File: config.mk
export PLATFORM = sky130hd
export DESIGN_NAME = knn_selector
export DESIGN_NICKNAME = d
export VERILOG_FILES = /design/src/rtl/knn_selector.sv
export SDC_FILE = /design/constraint.sdc
export NUM_CORES = 1
export LEC_CHECK = 0
export ABC_AREA = 1
export CELL_PAD_IN_SITES_DETAIL_PLACEMENT = 1
export CELL_PAD_IN_SITES_GLOBAL_PLACEMENT = 2
export CORE_ASPECT_RATIO = 1.75
export CORE_MARGIN = 2
export CORE_UTILIZATION = 38
export CTS_BUF_LIST = sky130_fd_sc_hd__clkbuf_2
export DETAILED_ROUTE_END_ITERATION = 16
export PLACE_DENSITY = 0.9
export SLEW_MARGIN = 20
export SYNTH_ARGS = -nofsm -noshare
export SYNTH_HDL_FRONTEND = slang
export SYNTH_SLANG_ARGS = --single-unit
File: constraint.sdc
create_clock -name clk -period 6.7 [get_ports clk]
set_clock_uncertainty 0.2 [all_clocks]
set_input_delay 1.34 -clock clk [delete_from_list [all_inputs] [get_ports clk]]
set_output_delay 1.34 -clock clk [all_outputs]
set_load 0.02 [all_outputs]
File: src/rtl/knn_selector.sv
// knn_selector: K-nearest-neighbour selection and majority vote.
//
// Consumes one (distance, data_type) result per training sample, keeps the
// K smallest distances in a sorted list, then counts the stored types
// (VCOUNT) and picks the most frequent class (VMAX). The winning class is
// presented on result_type together with a one-cycle result_valid pulse.
//
// Optional feature macro: KNN_TIE_NEAREST_EN
//   defined   - equal vote counts are broken by the class whose nearest entry
//               sits at the smaller list index
//   undefined - equal vote counts go to the lowest class index
//
// Ports:
//   clk          clock, rising edge
//   rst          asynchronous reset, active low
//   start        clear the list and begin a new classification (also aborts)
//   dist_valid   sample qualifier
//   distance     unsigned distance of the current sample
//   data_type    class of the current sample
//   last         marks the final sample (qualified by dist_valid)
//   busy         high whenever the FSM is not idle
//   result_type  classified type, all ones when no entry voted
//   result_valid one-cycle pulse while the new result_type is presented
module knn_selector #(
  parameter int K = 3,
  parameter int T = 4,
  parameter int W = 32
) (
  input  logic         clk,
  input  logic         rst,
  input  logic         start,
  input  logic         dist_valid,
  input  logic [W-1:0] distance,
  input  logic [W-1:0] data_type,
  input  logic         last,
  output logic         busy,
  output logic [W-1:0] result_type,
  output logic         result_valid
);
  localparam int CW = $clog2(K + 1);
  localparam int MX = (K > T) ? K : T;
  localparam int IW = $clog2(MX + 1);
  localparam int KW = (K > 1) ? $clog2(K) : 1;
  localparam int TW = (T > 1) ? $clog2(T) : 1;

  typedef enum logic [2:0] {IDLE, ACCUM, VCOUNT, VMAX, DONE} state_e;

  state_e        state_q, state_d;
  logic [IW-1:0] idx_q, idx_d;

  logic [K-1:0]  vld_q, vld_d;
  logic [W-1:0]  dist_q [K];
  logic [W-1:0]  dist_d [K];
  logic [W-1:0]  type_q [K];
  logic [W-1:0]  type_d [K];

  logic [CW-1:0] cnt_q [T];
  logic [CW-1:0] best_cnt_q, best_cnt_n;
  logic [W-1:0]  best_cls_q, best_cls_n;
  logic [W-1:0]  result_q;
  logic          rd_vld_p0;
  logic [TW-1:0] rd_cls_p0;
`ifdef KNN_TIE_NEAREST_EN
  logic [KW-1:0] near_q [T];
  logic [KW-1:0] best_near_q, best_near_n;
  logic [KW-1:0] rd_idx_p0;
`endif

  logic          accept;
  logic          better;
  logic [K-1:0]  base_vld, hit;
  logic [KW-1:0] ent;
  logic [TW-1:0] cls;

  assign ent          = idx_q[KW-1:0];
  assign cls          = idx_q[TW-1:0];
  assign busy         = (state_q != IDLE);
  assign result_valid = (state_q == DONE);
  assign result_type  = result_q;

  // Single-cycle sorted insertion. hit[] is monotonic because valid entries
  // are ascending and invalid ones trail, so the first hit is the insertion
  // point and every later hit takes its upper neighbour. Strict compare keeps
  // an earlier equal-distance sample ahead of a later one.
  always_comb begin
    accept   = dist_valid && ((state_q == ACCUM) || start);
    base_vld = start ? '0 : vld_q;
    for (int i = 0; i < K; i++) begin
      hit[i] = !base_vld[i] || (distance < dist_q[i]);
    end
    vld_d  = base_vld;
    dist_d = dist_q;
    type_d = type_q;
    if (accept) begin
      if (hit[0]) begin
        vld_d[0]  = 1'b1;
        dist_d[0] = distance;
        type_d[0] = data_type;
      end
      for (int i = 1; i < K; i++) begin
        if (hit[i] && !hit[i-1]) begin
          vld_d[i]  = 1'b1;
          dist_d[i] = distance;
          type_d[i] = data_type;
        end else if (hit[i]) begin
          vld_d[i]  = base_vld[i-1];
          dist_d[i] = dist_q[i-1];
          type_d[i] = type_q[i-1];
        end
      end
    end
  end

  // Arg-max step for the class addressed by idx_q.
  always_comb begin
    better = (cnt_q[cls] > best_cnt_q);
`ifdef KNN_TIE_NEAREST_EN
    if ((cnt_q[cls] == best_cnt_q) && (cnt_q[cls] != '0) && (near_q[cls] < best_near_q)) begin
      better = 1'b1;
    end
    best_near_n = best_near_q;
`endif
    best_cnt_n = best_cnt_q;
    best_cls_n = best_cls_q;
    if (better) begin
      best_cnt_n = cnt_q[cls];
      best_cls_n = W'(cls);
`ifdef KNN_TIE_NEAREST_EN
      best_near_n = near_q[cls];
`endif
    end
  end

  // VCOUNT spends K cycles reading entries plus one to retire the last read,
  // which is where the K+T+1 edge latency comes from.
  always_comb begin
    state_d = state_q;
    idx_d   = idx_q;
    case (state_q)
      IDLE:   ;
      ACCUM: begin
        if (accept && last) begin
          state_d = VCOUNT;
          idx_d   = '0;
        end
      end
      VCOUNT: begin
        if (idx_q == IW'(K)) begin
          state_d = VMAX;
          idx_d   = '0;
        end else begin
          idx_d = idx_q + IW'(1);
        end
      end
      VMAX: begin
        if (idx_q == IW'(T - 1)) begin
          state_d = DONE;
          idx_d   = '0;
        end else begin
          idx_d = idx_q + IW'(1);
        end
      end
      DONE:    state_d = IDLE;
      default: state_d = IDLE;
    endcase
    if (start) begin
      state_d = (accept && last) ? VCOUNT : ACCUM;
      idx_d   = '0;
    end
  end

  // ---- p0: list storage and entry read for the vote counter ----
  always_ff @(posedge clk) begin
    dist_q    <= dist_d;
    type_q    <= type_d;
    rd_cls_p0 <= type_q[ent][TW-1:0];
`ifdef KNN_TIE_NEAREST_EN
    rd_idx_p0 <= ent;
`endif
  end

  // ---- control, vote counters and arg-max ----
  always_ff @(posedge clk or negedge rst) begin
    if (!rst) begin
      state_q    <= IDLE;
      idx_q      <= '0;
      vld_q      <= '0;
      rd_vld_p0  <= 1'b0;
      best_cnt_q <= '0;
      best_cls_q <= '1;
      result_q   <= '0;
      for (int c = 0; c < T; c++) cnt_q[c] <= '0;
`ifdef KNN_TIE_NEAREST_EN
      best_near_q <= '0;
      for (int c = 0; c < T; c++) near_q[c] <= '0;
`endif
    end else begin
      state_q   <= state_d;
      idx_q     <= idx_d;
      vld_q     <= vld_d;
      // Out-of-range types stay in the list but never reach a counter.
      rd_vld_p0 <= (state_q == VCOUNT) && (idx_q < IW'(K)) && vld_q[ent] &&
                   (type_q[ent] < W'(T)) && !start;
      if (start) begin
        best_cnt_q <= '0;
        best_cls_q <= '1;
        for (int c = 0; c < T; c++) cnt_q[c] <= '0;
      end else begin
        if (rd_vld_p0) begin
          cnt_q[rd_cls_p0] <= cnt_q[rd_cls_p0] + 1'b1;
`ifdef KNN_TIE_NEAREST_EN
          // Entries are read in list order, so the first vote is the nearest.
          if (cnt_q[rd_cls_p0] == '0) near_q[rd_cls_p0] <= rd_idx_p0;
`endif
        end
        if (state_q == VMAX) begin
          best_cnt_q <= best_cnt_n;
          best_cls_q <= best_cls_n;
`ifdef KNN_TIE_NEAREST_EN
          best_near_q <= best_near_n;
`endif
          // Loaded on the edge into DONE so the pulse sees the new value;
          // the all-ones seed survives when no class got a vote.
          if (idx_q == IW'(T - 1)) result_q <= best_cls_n;
        end
      end
    end
  end
endmodule

==> impl_metrics.py <==
metrics = {
    "clock_tree": {
        "cts_made_buffers": 68,
        "clk_pin_slew_ns": 0.10,
        "holdBufCountCts": 0,
        "ctsLongestPathBuffers": 3,
        "insertion_delay_ns": 0.95,
        "cts_tree": "built",
        "htree_num_levels": 3,
        "cts-resized-gates": 0,
        "cts.sinks": 278,
        "post_cts_buffers": 0,
        "clock_tree.root_cell": "clkbuf_2",
    },
    "critical_path": {
        "path_cells": "clkdlybuf4s50_1 -> ha_1 -> a21oi_1 -> o21ai_0 -> nand2_1 -> nand2_1 -> a21oi_2 -> a21oi_4 -> buf_4 -> nor2_4 -> buf_12",
        "cp_slowest_stage_delay_ns": 0.61,
        "critPathRequiredTime_ns": 7.08,
        "crit_fanout": 65,
        "worstSetupStartpointType": "primary input",
        "cpMaxStageDelayCell": "nor2_4",
        "arrival_ns": 4.47,
        "crit_path_frequent_cell": "nand2_1",
        "worstSetupPathType": "in -> reg",
        "worstSetupEndpointType": "flop",
    },
    "detailed_routing": {
        "routed-via-count": 10700,
        "vias_per_cell": 5.05,
        "drc": 0,
        "antenna_left": 0,
        "drt-initial-drc-count": 421,
        "first_pass_iters": 4,
        "wl_per_cell_microns": 16.9,
        "wirelength_microns": 35800,
    },
    "synthesis": {
        "synth_top_family_by_area": "simple AND/OR/NAND/NOR gates",
        "synth.distinct_cells": 39,
        "ys.flop_type": "edfxtp_1",
        "async_flop_share": 0.302,
        "syn_area_sq_um": 14000,
        "yosys_warnings": 0,
        "synth_area_per_cell_sq_um": 9.54,
        "synth.ff_latch_count": 278,
        "synth_nets": 1633,
        "post_synth_mux_area_share": 0,
        "synthXorXnorAreaFrac": 0.000626,
        "yosys.area_share.simple": 0.225,
        "synth_compound_area_frac": 0.0525,
        "synth_fa_ha_area_frac": 0.0858,
        "syn_inst": 1468,
        "ys_seq_area_frac": 0.568,
        "synth_edf_count": 192,
    },
    "sta": {
        "period_share": 0.611,
        "max_freq_ghz": 0.244,
        "hold_viol": 0,
        "setup_viol": 0,
        "min_period_ns": 4.09,
        "rsz0062_at_grt": "false",
        "relSlewSlack": 0.369,
        "worst_pin_slew_ns": 0.945,
        "maxSlewViolCount": 0,
        "final.setup.tns_ns": 0,
    },
    "global_routing": {
        "grt_pass1_wl_microns": 58200,
        "grt_pass1_vias": 11600,
        "grt_start_max_net_pins": 85,
        "grt_antenna_before_repair": 2,
        "grt_overflow": 0,
        "grt_usage": 0.192,
    },
    "placed_design": {
        "dp_hpwl_microns": 25100,
        "portBuffers": 102,
        "gp_congestion": 0.810,
    },
    "power": {
        "leakagePower_uw": 0.00749,
        "power_uw": 5100,
        "power_density_nw_per_um2": 320,
        "ir_drop_v": 0.000109,
    },
    "layout": {
        "drive_gt1_frac": 0.102,
        "area_growth_pct": 13.9,
        "nets": 1757,
    },
    "floorplan": {
        "start_util": 0.383,
        "dieArea_sq_um": 38500,
        "design.core.area_sq_um": 36500,
        "die_h_microns": 258,
        "ioPinCount": 103,
        "die_w_microns": 149,
        "rows": 93,
    },
    "outcome": {
        "status": "finished clean",
    },
    "min_path": {
        "hp-class": "in -> async",
    },
    "flow_run": {
        "maxCapViolCount": 0,
    },
}
-- area by class of cell --
| type | count | area [sq um] |
|---|---|---|
| flip-flops and latches | 278 | 7950 |
| well taps | 475 | 594 |
| clock inverters | 13 | 81.3 |
| inverters | 141 | 529 |
| diodes | 3 | 7.51 |
| clock buffers | 100 | 500 |
| multi-input cells | 987 | 5130 |
| repair buffers | 116 | 1150 |
| fillers | 4313 | 20600 |
-- cells in the mapped netlist, drive strengths merged (2+ instances only) --
cell | instances | area (sq um)
o21a | 2 | 15.0
a21oi | 55 | 294
nand3 | 151 | 756
o21ai | 56 | 280
nand2 | 507 | 1920
inv | 139 | 522
nor4 | 20 | 131
dfrtp | 52 | 1300
and3 | 2 | 12.5
clkinv | 2 | 7.51
dfstp | 32 | 841
o22ai | 5 | 31.3
ha | 96 | 1200
nor2 | 57 | 214
edfxtp | 192 | 5770
o211ai | 3 | 22.5
nand4 | 8 | 50.1
dfxtp | 2 | 40.0
nor3 | 11 | 55.1
o31ai | 7 | 52.6
buf | 43 | 363
clkbuf | 19 | 72.6
-- logic make-up (layout without fill, tap and decap cells) --
kind of cell,after synthesis,in the layout
flops,278,278
other cells,0,3
simple gates,757,757
buf+inv,203,370
compound gates,133,133
fa+ha+maj,96,96
xor+xnor,1,1
-- report_power, final --
group	switching (uW)	leakage, uW	total [uW]	internal [uW]
sequential	184	0.00287	2500	2320
combinational	921	0.00417	1470	546
clock	701	0.000454	1130	430
-- cells in the final DEF, fill, tap and decap left out, types with 4 or more instances in the layout --
cell             instances
edfxtp_1               192
o22ai_1                  5
nor3_1                  11
o21ai_0                 53
clkdlybuf4s50_1        101
clkbuf_2               100
dfstp_2                 32
nand2_1                502
nor4_1                  19
inv_1                  138
buf_4                   12
nor2_1                  55
nand3_1                151
nand2_2                  4
a21oi_1                 51
o31ai_1                  7
ha_1                    96
nand4_1                  8
dfrtp_1                 52
clkinv_1                10
-- metal layers --
layer / part of all wire / GRT usage
met5: 0 / 0
met1: 0.37 / 0.196
met2: 0.56 / 0.368
met4: 0.031 / 0.0854
met3: 0.036 / 0.0380
-- worst max-delay path, delay by kind of cell --
kind,cells,cell delay [ns]
AOI/OAI and AO/OA,4,0.63
and+or+nand+nor,3,0.76
buffers and inverters,3,1.29
adders and majority gates,1,0.39
-- final timing paths --
kind / from / end / slack (ns) / cells after the start
min in group clk: best_cls_q[10] / best_cls_q[10] / 0.27 / 2
worst min register to register: best_cls_q[10] / best_cls_q[10] / 0.27 / 2
worst min-delay path: rst / result_type[29] / 0.25 / 1
worst max-delay path: distance[27] / dist_q[53] / 2.61 / 11
worst max register to register: dist_q[59] / dist_q[53] / 3.25 / 11
max in group asynchronous: rst / result_type[12] / 5.51 / 1
-- per-stage QoR --
step / area, sq um / util / cells / hold slack [ns] / setup slack (ns)
2_1_floorplan: 14000 / - / 1468 / 0.244 / 0.689
3_5_place_dp: 15300 / 0.420 / 1997 / 0.256 / 1.70
5_1_grt: 15900 / 0.436 / 2113 / 0.231 / 2.49
3_3_place_gp: 15300 / 0.420 / 1997 / 0.251 / 1.73
4_1_cts: 15900 / 0.436 / 2110 / 0.272 / 2.69
6_report: 15900 / 0.436 / 2113 / 0.252 / 2.61
-- registers in the layout (all words and copies together) (netlist names) --
name	count
dist_q	96
type_q	96
best_cls_q	32
result_type	32
cnt_q	8
idx_q	3
state_q	3
vld_q	3
best_cnt_q	2
rd_cls_p0	2
rd_vld_p0	1
No activity file was read; power rests on OpenSTA's default activity.
